<file path="src/rtl/ifu_fetch_queue_if.sv">
// Fetch unit bundle: redirect, memory request/response channel and the decode-side queue output.
interface ifu_fetch_queue_if #(
  parameter int XLEN = 32,
  parameter int ILEN = 32
);
  logic            redirect_valid;
  logic [XLEN-1:0] redirect_pc;
  logic            mem_req_valid;
  logic            mem_req_ready;
  logic [XLEN-1:0] mem_req_addr;
  logic            mem_rsp_valid;
  logic [ILEN-1:0] mem_rsp_data;
  logic            mem_rsp_err;
  logic            out_valid;
  logic            out_ready;
  logic [XLEN-1:0] out_pc;
  logic [ILEN-1:0] out_inst;
  logic            out_err;
  logic            busy;

  modport master (
    input  redirect_valid, redirect_pc, mem_req_ready, mem_rsp_valid, mem_rsp_data,
           mem_rsp_err, out_ready,
    output mem_req_valid, mem_req_addr, out_valid, out_pc, out_inst, out_err, busy
  );

  modport slave (
    output redirect_valid, redirect_pc, mem_req_ready, mem_rsp_valid, mem_rsp_data,
           mem_rsp_err, out_ready,
    input  mem_req_valid, mem_req_addr, out_valid, out_pc, out_inst, out_err, busy
  );
endinterface

</file>
<file path="src/rtl/ifu_fetch_queue.sv">
// Sequential instruction fetch: one outstanding memory request at a time, responses
// buffered in a DEPTH-entry queue toward decode; redirect flushes, bus error halts.
module ifu_fetch_queue #(
  parameter int              XLEN     = 32,
  parameter int              ILEN     = 32,
  parameter int              DEPTH    = 4,
  parameter logic [XLEN-1:0] RESET_PC = 32'h8000_0000
) (
  input  logic              clk,
  input  logic              rst_n,
  ifu_fetch_queue_if.master bus
);
  localparam int PTR_W = $clog2(DEPTH);
  localparam logic [PTR_W:0] FULL = (PTR_W+1)'(DEPTH);

  typedef enum logic [2:0] {IDLE, REQ, REQ_DRAIN, WAIT, DRAIN, HALT} state_t;

  typedef struct packed {
    logic [XLEN-1:0] pc;
    logic [ILEN-1:0] inst;
    logic            err;
  } fq_ent_t;

  state_t          state, state_nxt;
  logic [XLEN-1:0] fetch_pc, fetch_pc_nxt;
  logic [XLEN-1:0] req_addr;
  logic [XLEN-1:0] redir_pc;
  fq_ent_t         q [DEPTH];
  logic [PTR_W-1:0] rd_ptr, wr_ptr;
  logic [PTR_W:0]  count;
  logic            enq, deq;

  assign redir_pc = bus.redirect_pc & ~XLEN'(3);
  assign deq      = (count != '0) && bus.out_ready;

  // Next state; redirect dominates every other event in the cycle.
  always_comb begin
    state_nxt    = state;
    fetch_pc_nxt = fetch_pc;
    enq          = 1'b0;
    if (bus.redirect_valid) begin
      fetch_pc_nxt = redir_pc;
      case (state)
        REQ, REQ_DRAIN: state_nxt = bus.mem_req_ready ? DRAIN : REQ_DRAIN;
        // A response arriving with the redirect retires the outstanding request,
        // so there is nothing left to drain.
        WAIT, DRAIN:    state_nxt = bus.mem_rsp_valid ? IDLE : DRAIN;
        default:        state_nxt = IDLE;
      endcase
    end else begin
      case (state)
        IDLE: if (count < FULL) state_nxt = REQ;
        REQ: if (bus.mem_req_ready) begin
          state_nxt    = WAIT;
          fetch_pc_nxt = fetch_pc + XLEN'(4);
        end
        REQ_DRAIN: if (bus.mem_req_ready) state_nxt = DRAIN;
        WAIT: if (bus.mem_rsp_valid) begin
          enq       = 1'b1;
          state_nxt = bus.mem_rsp_err ? HALT : IDLE;
        end
        DRAIN: if (bus.mem_rsp_valid) state_nxt = IDLE;
        HALT: state_nxt = HALT;
        default: state_nxt = IDLE;
      endcase
    end
  end

  always_ff @(posedge clk or negedge rst_n) begin
    if (!rst_n) begin
      state    <= IDLE;
      fetch_pc <= RESET_PC;
      req_addr <= RESET_PC;
    end else begin
      state    <= state_nxt;
      fetch_pc <= fetch_pc_nxt;
      if (state == IDLE && state_nxt == REQ) req_addr <= fetch_pc;
    end
  end

  // Queue bookkeeping; a flush overrides any enqueue/dequeue in the same cycle.
  always_ff @(posedge clk or negedge rst_n) begin
    if (!rst_n) begin
      rd_ptr <= '0;
      wr_ptr <= '0;
      count  <= '0;
    end else if (bus.redirect_valid) begin
      rd_ptr <= '0;
      wr_ptr <= '0;
      count  <= '0;
    end else begin
      if (enq) wr_ptr <= wr_ptr + PTR_W'(1);
      if (deq) rd_ptr <= rd_ptr + PTR_W'(1);
      case ({enq, deq})
        2'b10:   count <= count + (PTR_W+1)'(1);
        2'b01:   count <= count - (PTR_W+1)'(1);
        default: count <= count;
      endcase
    end
  end

  always_ff @(posedge clk) begin
    if (enq) q[wr_ptr] <= '{pc: req_addr, inst: bus.mem_rsp_data, err: bus.mem_rsp_err};
  end

  assign bus.mem_req_valid = (state == REQ) || (state == REQ_DRAIN);
  assign bus.mem_req_addr  = req_addr;
  assign bus.busy          = (state == REQ) || (state == REQ_DRAIN) ||
                             (state == WAIT) || (state == DRAIN);
  assign bus.out_valid     = (count != '0);
  assign bus.out_pc        = q[rd_ptr].pc;
  assign bus.out_inst      = q[rd_ptr].inst;
  assign bus.out_err       = q[rd_ptr].err;
endmodule

</file>
<file path="src/flat_wrapper.sv">
// flat-port wrapper written by rule: the top's interface ports become plain ports
module ifu_fetch_queue_flat 
#(
  parameter int              XLEN     = 32,
  parameter int              ILEN     = 32,
  parameter int              DEPTH    = 4,
  parameter logic [XLEN-1:0] RESET_PC = 32'h8000_0000
)
  (clk, rst_n, bus_redirect_valid, bus_redirect_pc, bus_mem_req_ready, bus_mem_rsp_valid, bus_mem_rsp_data, bus_mem_rsp_err, bus_out_ready, bus_mem_req_valid, bus_mem_req_addr, bus_out_valid, bus_out_pc, bus_out_inst, bus_out_err, bus_busy);
  ifu_fetch_queue_if #(.XLEN(XLEN), .ILEN(ILEN)) bus_i ();
  input  logic clk;
  input  logic rst_n;
  input wire logic [$bits(bus_i.redirect_valid)-1:0] bus_redirect_valid;
  input wire logic [$bits(bus_i.redirect_pc)-1:0] bus_redirect_pc;
  input wire logic [$bits(bus_i.mem_req_ready)-1:0] bus_mem_req_ready;
  input wire logic [$bits(bus_i.mem_rsp_valid)-1:0] bus_mem_rsp_valid;
  input wire logic [$bits(bus_i.mem_rsp_data)-1:0] bus_mem_rsp_data;
  input wire logic [$bits(bus_i.mem_rsp_err)-1:0] bus_mem_rsp_err;
  input wire logic [$bits(bus_i.out_ready)-1:0] bus_out_ready;
  output wire logic [$bits(bus_i.mem_req_valid)-1:0] bus_mem_req_valid;
  output wire logic [$bits(bus_i.mem_req_addr)-1:0] bus_mem_req_addr;
  output wire logic [$bits(bus_i.out_valid)-1:0] bus_out_valid;
  output wire logic [$bits(bus_i.out_pc)-1:0] bus_out_pc;
  output wire logic [$bits(bus_i.out_inst)-1:0] bus_out_inst;
  output wire logic [$bits(bus_i.out_err)-1:0] bus_out_err;
  output wire logic [$bits(bus_i.busy)-1:0] bus_busy;
  assign bus_i.redirect_valid = bus_redirect_valid;
  assign bus_i.redirect_pc = bus_redirect_pc;
  assign bus_i.mem_req_ready = bus_mem_req_ready;
  assign bus_i.mem_rsp_valid = bus_mem_rsp_valid;
  assign bus_i.mem_rsp_data = bus_mem_rsp_data;
  assign bus_i.mem_rsp_err = bus_mem_rsp_err;
  assign bus_i.out_ready = bus_out_ready;
  assign bus_mem_req_valid = bus_i.mem_req_valid;
  assign bus_mem_req_addr = bus_i.mem_req_addr;
  assign bus_out_valid = bus_i.out_valid;
  assign bus_out_pc = bus_i.out_pc;
  assign bus_out_inst = bus_i.out_inst;
  assign bus_out_err = bus_i.out_err;
  assign bus_busy = bus_i.busy;
  ifu_fetch_queue #(.XLEN(XLEN), .ILEN(ILEN), .DEPTH(DEPTH), .RESET_PC(RESET_PC)) u_core (.clk(clk), .rst_n(rst_n), .bus(bus_i));
endmodule
</file>
<file path="config.mk">
export PLATFORM = sky130hd
export DESIGN_NAME = ifu_fetch_queue_flat
export DESIGN_NICKNAME = d
export VERILOG_FILES = /design/src/rtl/ifu_fetch_queue_if.sv /design/src/rtl/ifu_fetch_queue.sv /design/src/flat_wrapper.sv
export SDC_FILE = /design/constraint.sdc
export NUM_CORES = 1
export LEC_CHECK = 0
export ABC_AREA = 1
export BUFFER_PORTS_ARGS = -buffer_cell sky130_fd_sc_hd__buf_2
export CORE_MARGIN = 5
export CORE_UTILIZATION = 40
export CTS_CLUSTER_SIZE = 25
export DETAILED_ROUTE_END_ITERATION = 8
export PLACE_DENSITY = 0.55
export SLEW_MARGIN = 20
export SYNTH_ARGS = -nofsm -noshare
export SYNTH_HDL_FRONTEND = slang
export SYNTH_SLANG_ARGS = --single-unit
</file>
<file path="constraint.sdc">
create_clock -name clk -period 4.8 [get_ports clk]
set_clock_uncertainty 0.05 [all_clocks]
set_input_delay 0.48 -clock clk [delete_from_list [all_inputs] [get_ports clk]]
set_output_delay 0.48 -clock clk [all_outputs]
set_load 0.05 [all_outputs]
</file>
Yosys cells after proc, flatten, opt, wreduce, memory -nomap -nowiden --
Memories as Yosys holds them, arrays and structs flattened. Cells that the tools add are included.
Word-level totals: bits in registers 74, memories kept 1, memory bits (writable) 260, word-level logic and storage cells 61, input port bits 71, output and inout bits 100
Memories:
- u_core.q | words 4, width 65, read ports 1, clocked after Yosys merged registers in 0, wr ports 1, line ifu_fetch_queue.sv:28 | fq_ent_t q [DEPTH];
Cells by class: $add $sub $neg 5, reduce and logical (&&, ||, !) cells 15, order comparisons 1, equality and inequality tests 8, mux-type cells 25
Operators by type and width (count):
- 32-bit 2-to-1 mux | 3
- 32-bit by 3-bit adder with 32-bit output (second input constant) | 1
- 3-bit 2-to-1 mux | 10
- 3-bit case mux with 6 select lines | 1
- 3-bit case mux with 2 select lines | 2
- 2-bit 2-to-1 mux | 4
- 2-bit nonzero test | 4
- 3-bit by 1-bit equality test with 1-bit output (second input constant) | 2
- 3-bit by 2-bit equality test with 1-bit output (second input constant) | 2
- 3-bit equality test (second input constant) | 2
- 3-bit nonzero test | 2
- 1-bit 2-to-1 mux | 5
- 2-bit by 1-bit adder with 2-bit output (second input constant) | 2
- 2-bit OR reduction | 2
- 3-bit by 1-bit adder with 3-bit output (second input constant) | 1
- 3-bit zero test | 1
- 1-bit logical OR | 3
- 3-bit < comparator (second input constant) | 1
- 3-bit by 1-bit subtractor with 3-bit output (second input constant) | 1
- 2-bit by 1-bit equality test with 1-bit output (second input constant) | 1
- 2-bit equality test (second input constant) | 1
- 1-bit logical AND | 2
- 2-bit AND reduction | 1

Longest topological paths before layout --
depth in word-level cells 6, mapped depth 13

Least setup slack after synthesis --
No wires, ideal clock.
kind flip-flop to flip-flop, start register u_core.state[2], end memory u_core.q[0][0] (netlist name) (enable), stages on the path, launching flop included 6, period minus slack after synthesis 4.078 ns, slack 0.722 ns, library setup time 0.484 ns, buffers on the path 0, arrival 3.544 ns, path through dfrtp_1 inv_1 nand3_2 nor2_2 nand2_1 nor2_1
Between the ends: longest elaborated chain between the ends 5
Ends and longest elaborated chain:
- start: declaration | line ifu_fetch_queue.sv:24 | state_t state, state_nxt;
- start signal: assignment | line ifu_fetch_queue.sv:75 | state <= state_nxt;
- 3-bit by 2-bit equality test with 1-bit output | line ifu_fetch_queue.sv:51 | case (state)
- 1-bit 2-to-1 mux | line ifu_fetch_queue.sv:51
- 1-bit 2-to-1 mux | line ifu_fetch_queue.sv:41 | if (bus.redirect_valid) begin
- 1-bit 2-to-1 mux | line ifu_fetch_queue.sv:103 | if (enq) q[wr_ptr] <= '{pc: req_addr, inst: bus.mem_rsp_data, err: bus.mem_rsp_err};
- 1-bit 2-to-1 mux (not written as such) | line ifu_fetch_queue.sv:103
- end: declaration | line ifu_fetch_queue.sv:28
No other way between the ends.

Worst setup path after layout --
start register u_core.rd_ptr[0], end output port bus_out_pc[11]
Between the ends: longest elaborated chain between the ends 1
Ends and longest elaborated chain:
- start: declaration | line ifu_fetch_queue.sv:29 | logic [PTR_W-1:0] rd_ptr, wr_ptr;
- start signal: assignment | line ifu_fetch_queue.sv:93 | if (deq) rd_ptr <= rd_ptr + PTR_W'(1);
- memory read 4 x 65 bit
- end: declaration | line flat_wrapper.sv:23 | output wire logic [$bits(bus_i.out_pc)-1:0] bus_out_pc;
No other way between the ends.

==> results.sh <==
export IMPL_grt_pass1_wl_mm=50.7
export IMPL_fin_util=0.470
export IMPL_dp_cells=1757
export IMPL_htree_num_levels=2
export IMPL_drt_initial_drc_count=685
export IMPL_rows=67
export IMPL_finalMaxSlewViolations=0
export IMPL_status="complete, no violations"
export IMPL_reg2reg_depth=6
export IMPL_gp_congestion=0.844
export IMPL_worstSetupEndpointType="output pin"
export IMPL_dieHeight_um=193
export IMPL_rsz0062_at_grt="no"
export IMPL_root_buffer="clkbuf_16"
export IMPL_finalCritPeriodShare=0.715
export IMPL_syn_avg_cell_area_um2=11.2
export IMPL_worstPathMaxFanout=96
export IMPL_ys_types=36
export IMPL_arrival_ns=2.90
export IMPL_p_int_mw=5.41
export IMPL_worst_pin_slew_ns=1.04
export IMPL_path_clk_slew_ns=0.06
export IMPL_peakVddDrop_mv=0.269
export IMPL_yosys_top_cells_area="edfxtp_1 57%, dfrtp_1 13%, nand2_1 6.2%"
export IMPL_synthesis_area_um2=13400
export IMPL_ys_seq_area_frac=0.698
export IMPL_clock_fmax_ghz=0.291
export IMPL_die_w_um=193
export IMPL_period_needed_ns=3.43
export IMPL_worstSetupStartpointType="flop"
export IMPL_netSwitchingFraction=0.404
export IMPL_synth_seq_cells=322
export IMPL_pwr_share_clk=0.271
export IMPL_setup_viol=0
export IMPL_tns_ns=0
export IMPL_fin_cells=1822
export IMPL_grt_start_max_net_pins=97
export IMPL_first_global_vias=8999
export IMPL_cts_tree="done"
export IMPL_dieArea_um2=37100
export IMPL_start_util=0.401
export IMPL_pwr_share_comb=0.320
export IMPL_timing_hold_ws_ns=0.134
export IMPL_cts_buffer_depth=3
export IMPL_hold_viol_final=0
export IMPL_yosys_area_top_type="edfxtp_1"
export IMPL_seq_power_share=0.409
export IMPL_antenna_found_initial=0
export IMPL_grt_util_all_layers=0.173
export IMPL_numPortBuffers=164
export IMPL_synth_edff_count=252
export IMPL_wl_mm=32.6
export IMPL_drive_above_1_share=0.178
export IMPL_routedWlPerCell_um=17.9
export IMPL_drtPass1Iterations=6
export IMPL_via_count=9281
export IMPL_numCtsBuffers=36
export IMPL_power_switching_mw=3.67
export IMPL_cts_setup_buffers=0
export IMPL_p_leak_nw=6.05
export IMPL_synth_main_ff_cell="edfxtp_1"
export IMPL_viasPerCell=5.09
export IMPL_yosysWarnings=0
export IMPL_clock_sinks=322
export IMPL_hold_class="in -> reg"
export IMPL_maxCapViolations=0
export IMPL_io_pins=171
export IMPL_insertion_delay_ns=0.50
export IMPL_min_path_cells=1
export IMPL_critical_path_class="reg -> out"
export IMPL_drt_drc_violations_left=0
export IMPL_async_flop_share=0.217
export IMPL_p_per_area_nw_per_um2=580
export IMPL_core_area_um2=33300
export IMPL_critPathRequiredTime_ns=4.27
export IMPL_synth_top_area_share=0.567
export IMPL_synthCells=1194
export IMPL_nets=1425
export IMPL_slew_headroom=0.307
export IMPL_dpl_hpwl_mm=19.8
export IMPL_area_growth_pct=17.3
export IMPL_ant_nets=0
export IMPL_grt_ovfl_total=0
## worst max-delay path, stage by stage, from the launching register on
cell	delay [ns]
dfrtp_4	0.65
buf_4	0.80
o21ai_0	0.21
o22ai_1	0.29
buf_2	0.32
## power by group through the flow
stage / sequential [mW] / combinational, mW / clock [mW]
2_1_floorplan: 4.00 / 1.87 / 0
6_report: 3.72 / 2.90 / 2.46
3_5_place_dp: 3.77 / 2.94 / 0
3_3_place_gp: 3.76 / 2.92 / 0
4_1_cts: 3.72 / 2.95 / 2.53
5_1_grt: 3.76 / 3.16 / 2.65
## path summary, 6_finish.rpt
path / startpoint / endpoint / slack, ns
min in group asynchronous: rst_n / u_core.fetch_pc[5]$_DFFE_PN0P_ / 0.24
max in group asynchronous: rst_n / u_core.rd_ptr[0]$_DFFE_PN0P_ / 3.29
setup reg to reg: u_core.state[2]$_DFF_PN0_ / u_core.q[1][17]$_DFFE_PP_ / 2.01
setup / recovery: u_core.rd_ptr[0]$_DFFE_PN0P_ / bus_out_pc[11] / 1.37
hold reg to reg: u_core.fetch_pc[31]$_DFFE_PN1P_ / u_core.fetch_pc[31]$_DFFE_PN1P_ / 0.45
hold / removal: bus_mem_rsp_data[31] / u_core.q[2][32]$_DFFE_PP_ / 0.13
## metal layers
| layer | track usage | wire (µm) |
|---|---|---|
| met5 | 0 | 0 |
| met4 | 0.0357 | 433 |
| met3 | 0.0291 | 1710 |
| met2 | 0.283 | 15200 |
| met1 | 0.245 | 15200 |
## state kept, by name (all words and copies together) (netlist names)
name	flops
u_core.bus.mem_req_addr	30
u_core.count	3
u_core.fetch_pc	30
u_core.q	252
u_core.rd_ptr	2
u_core.state	3
u_core.wr_ptr	2
## cells by family after synthesis
family | after synthesis | share of synthesized area
fa+ha+maj | 6 | 0.00619
simple gates | 510 | 0.159
other cells | 1 | 0.000281
compound gates | 229 | 0.0933
flops | 322 | 0.698
buf+inv | 117 | 0.0369
xor+xnor | 9 | 0.00590
## repair_timing
action                    in CTS  in global routing
hold buffers                   1                  0
hold endpoints to repair       1                  0
gates resized for setup        0                  0
## cell usage after synthesis, types with 2 or more instances
cell / instances
nand3_2: 3
a21oi_1: 9
xnor2_1: 3
o21ai_1: 4
nor2_4: 2
xor2_1: 6
o211ai_1: 2
clkbuf_1: 44
o22ai_1: 67
o21bai_1: 2
o21ai_0: 142
nor2_1: 196
nand4_1: 35
nand3_1: 46
buf_4: 8
nand2_1: 221
edfxtp_1: 252
ha_1: 5
inv_2: 4
dfstp_2: 2
inv_1: 47
dfrtp_1: 68
a22oi_1: 2
buf_2: 12
## cell usage in the layout (no fill, tap or decap), types with 2 or more instances in the layout
cell         n
inv_6        2
clkbuf_1    12
dfstp_2      2
o21bai_1     2
buf_2      164
nand3_2      3
a22oi_1      2
dfrtp_1     66
inv_2        4
a21oi_1      9
o22ai_1     67
buf_4       12
conb_1       4
inv_1       46
o211ai_1     2
clkinv_2     6
edfxtp_1   252
o21ai_0    142
clkinv_1     7
ha_1         5
nand4_1     35
xnor2_1      3
nor2_4       6
xor2_1       6
nand3_1     46
clkbuf_16   37
o21ai_1      4
nor2_1     192
nand2_1    221
## layout make-up
type	count	area [µm²]
Clock inverter	14	71.3
Sequential cell	322	9330
Antenna cell	1	2.50
Timing Repair Buffer	178	941
Clock buffer	49	971
Tap cell	448	561
Multi-Input combinational cell	758	3580
Inverter	52	198
Fill cell	3122	17600
## through the flow
stage	cell area, µm²	setup slack [ns]	total power, mW
after global placement	14600	1.92	6.69
after CTS	15700	1.37	9.19
after global routing	15700	1.17	9.57
after detailed placement	14600	1.91	6.72
after floorplan	13400	0.722	5.87
final	15700	1.37	9.08
Note: power is estimated with default switching activity, not from simulation.
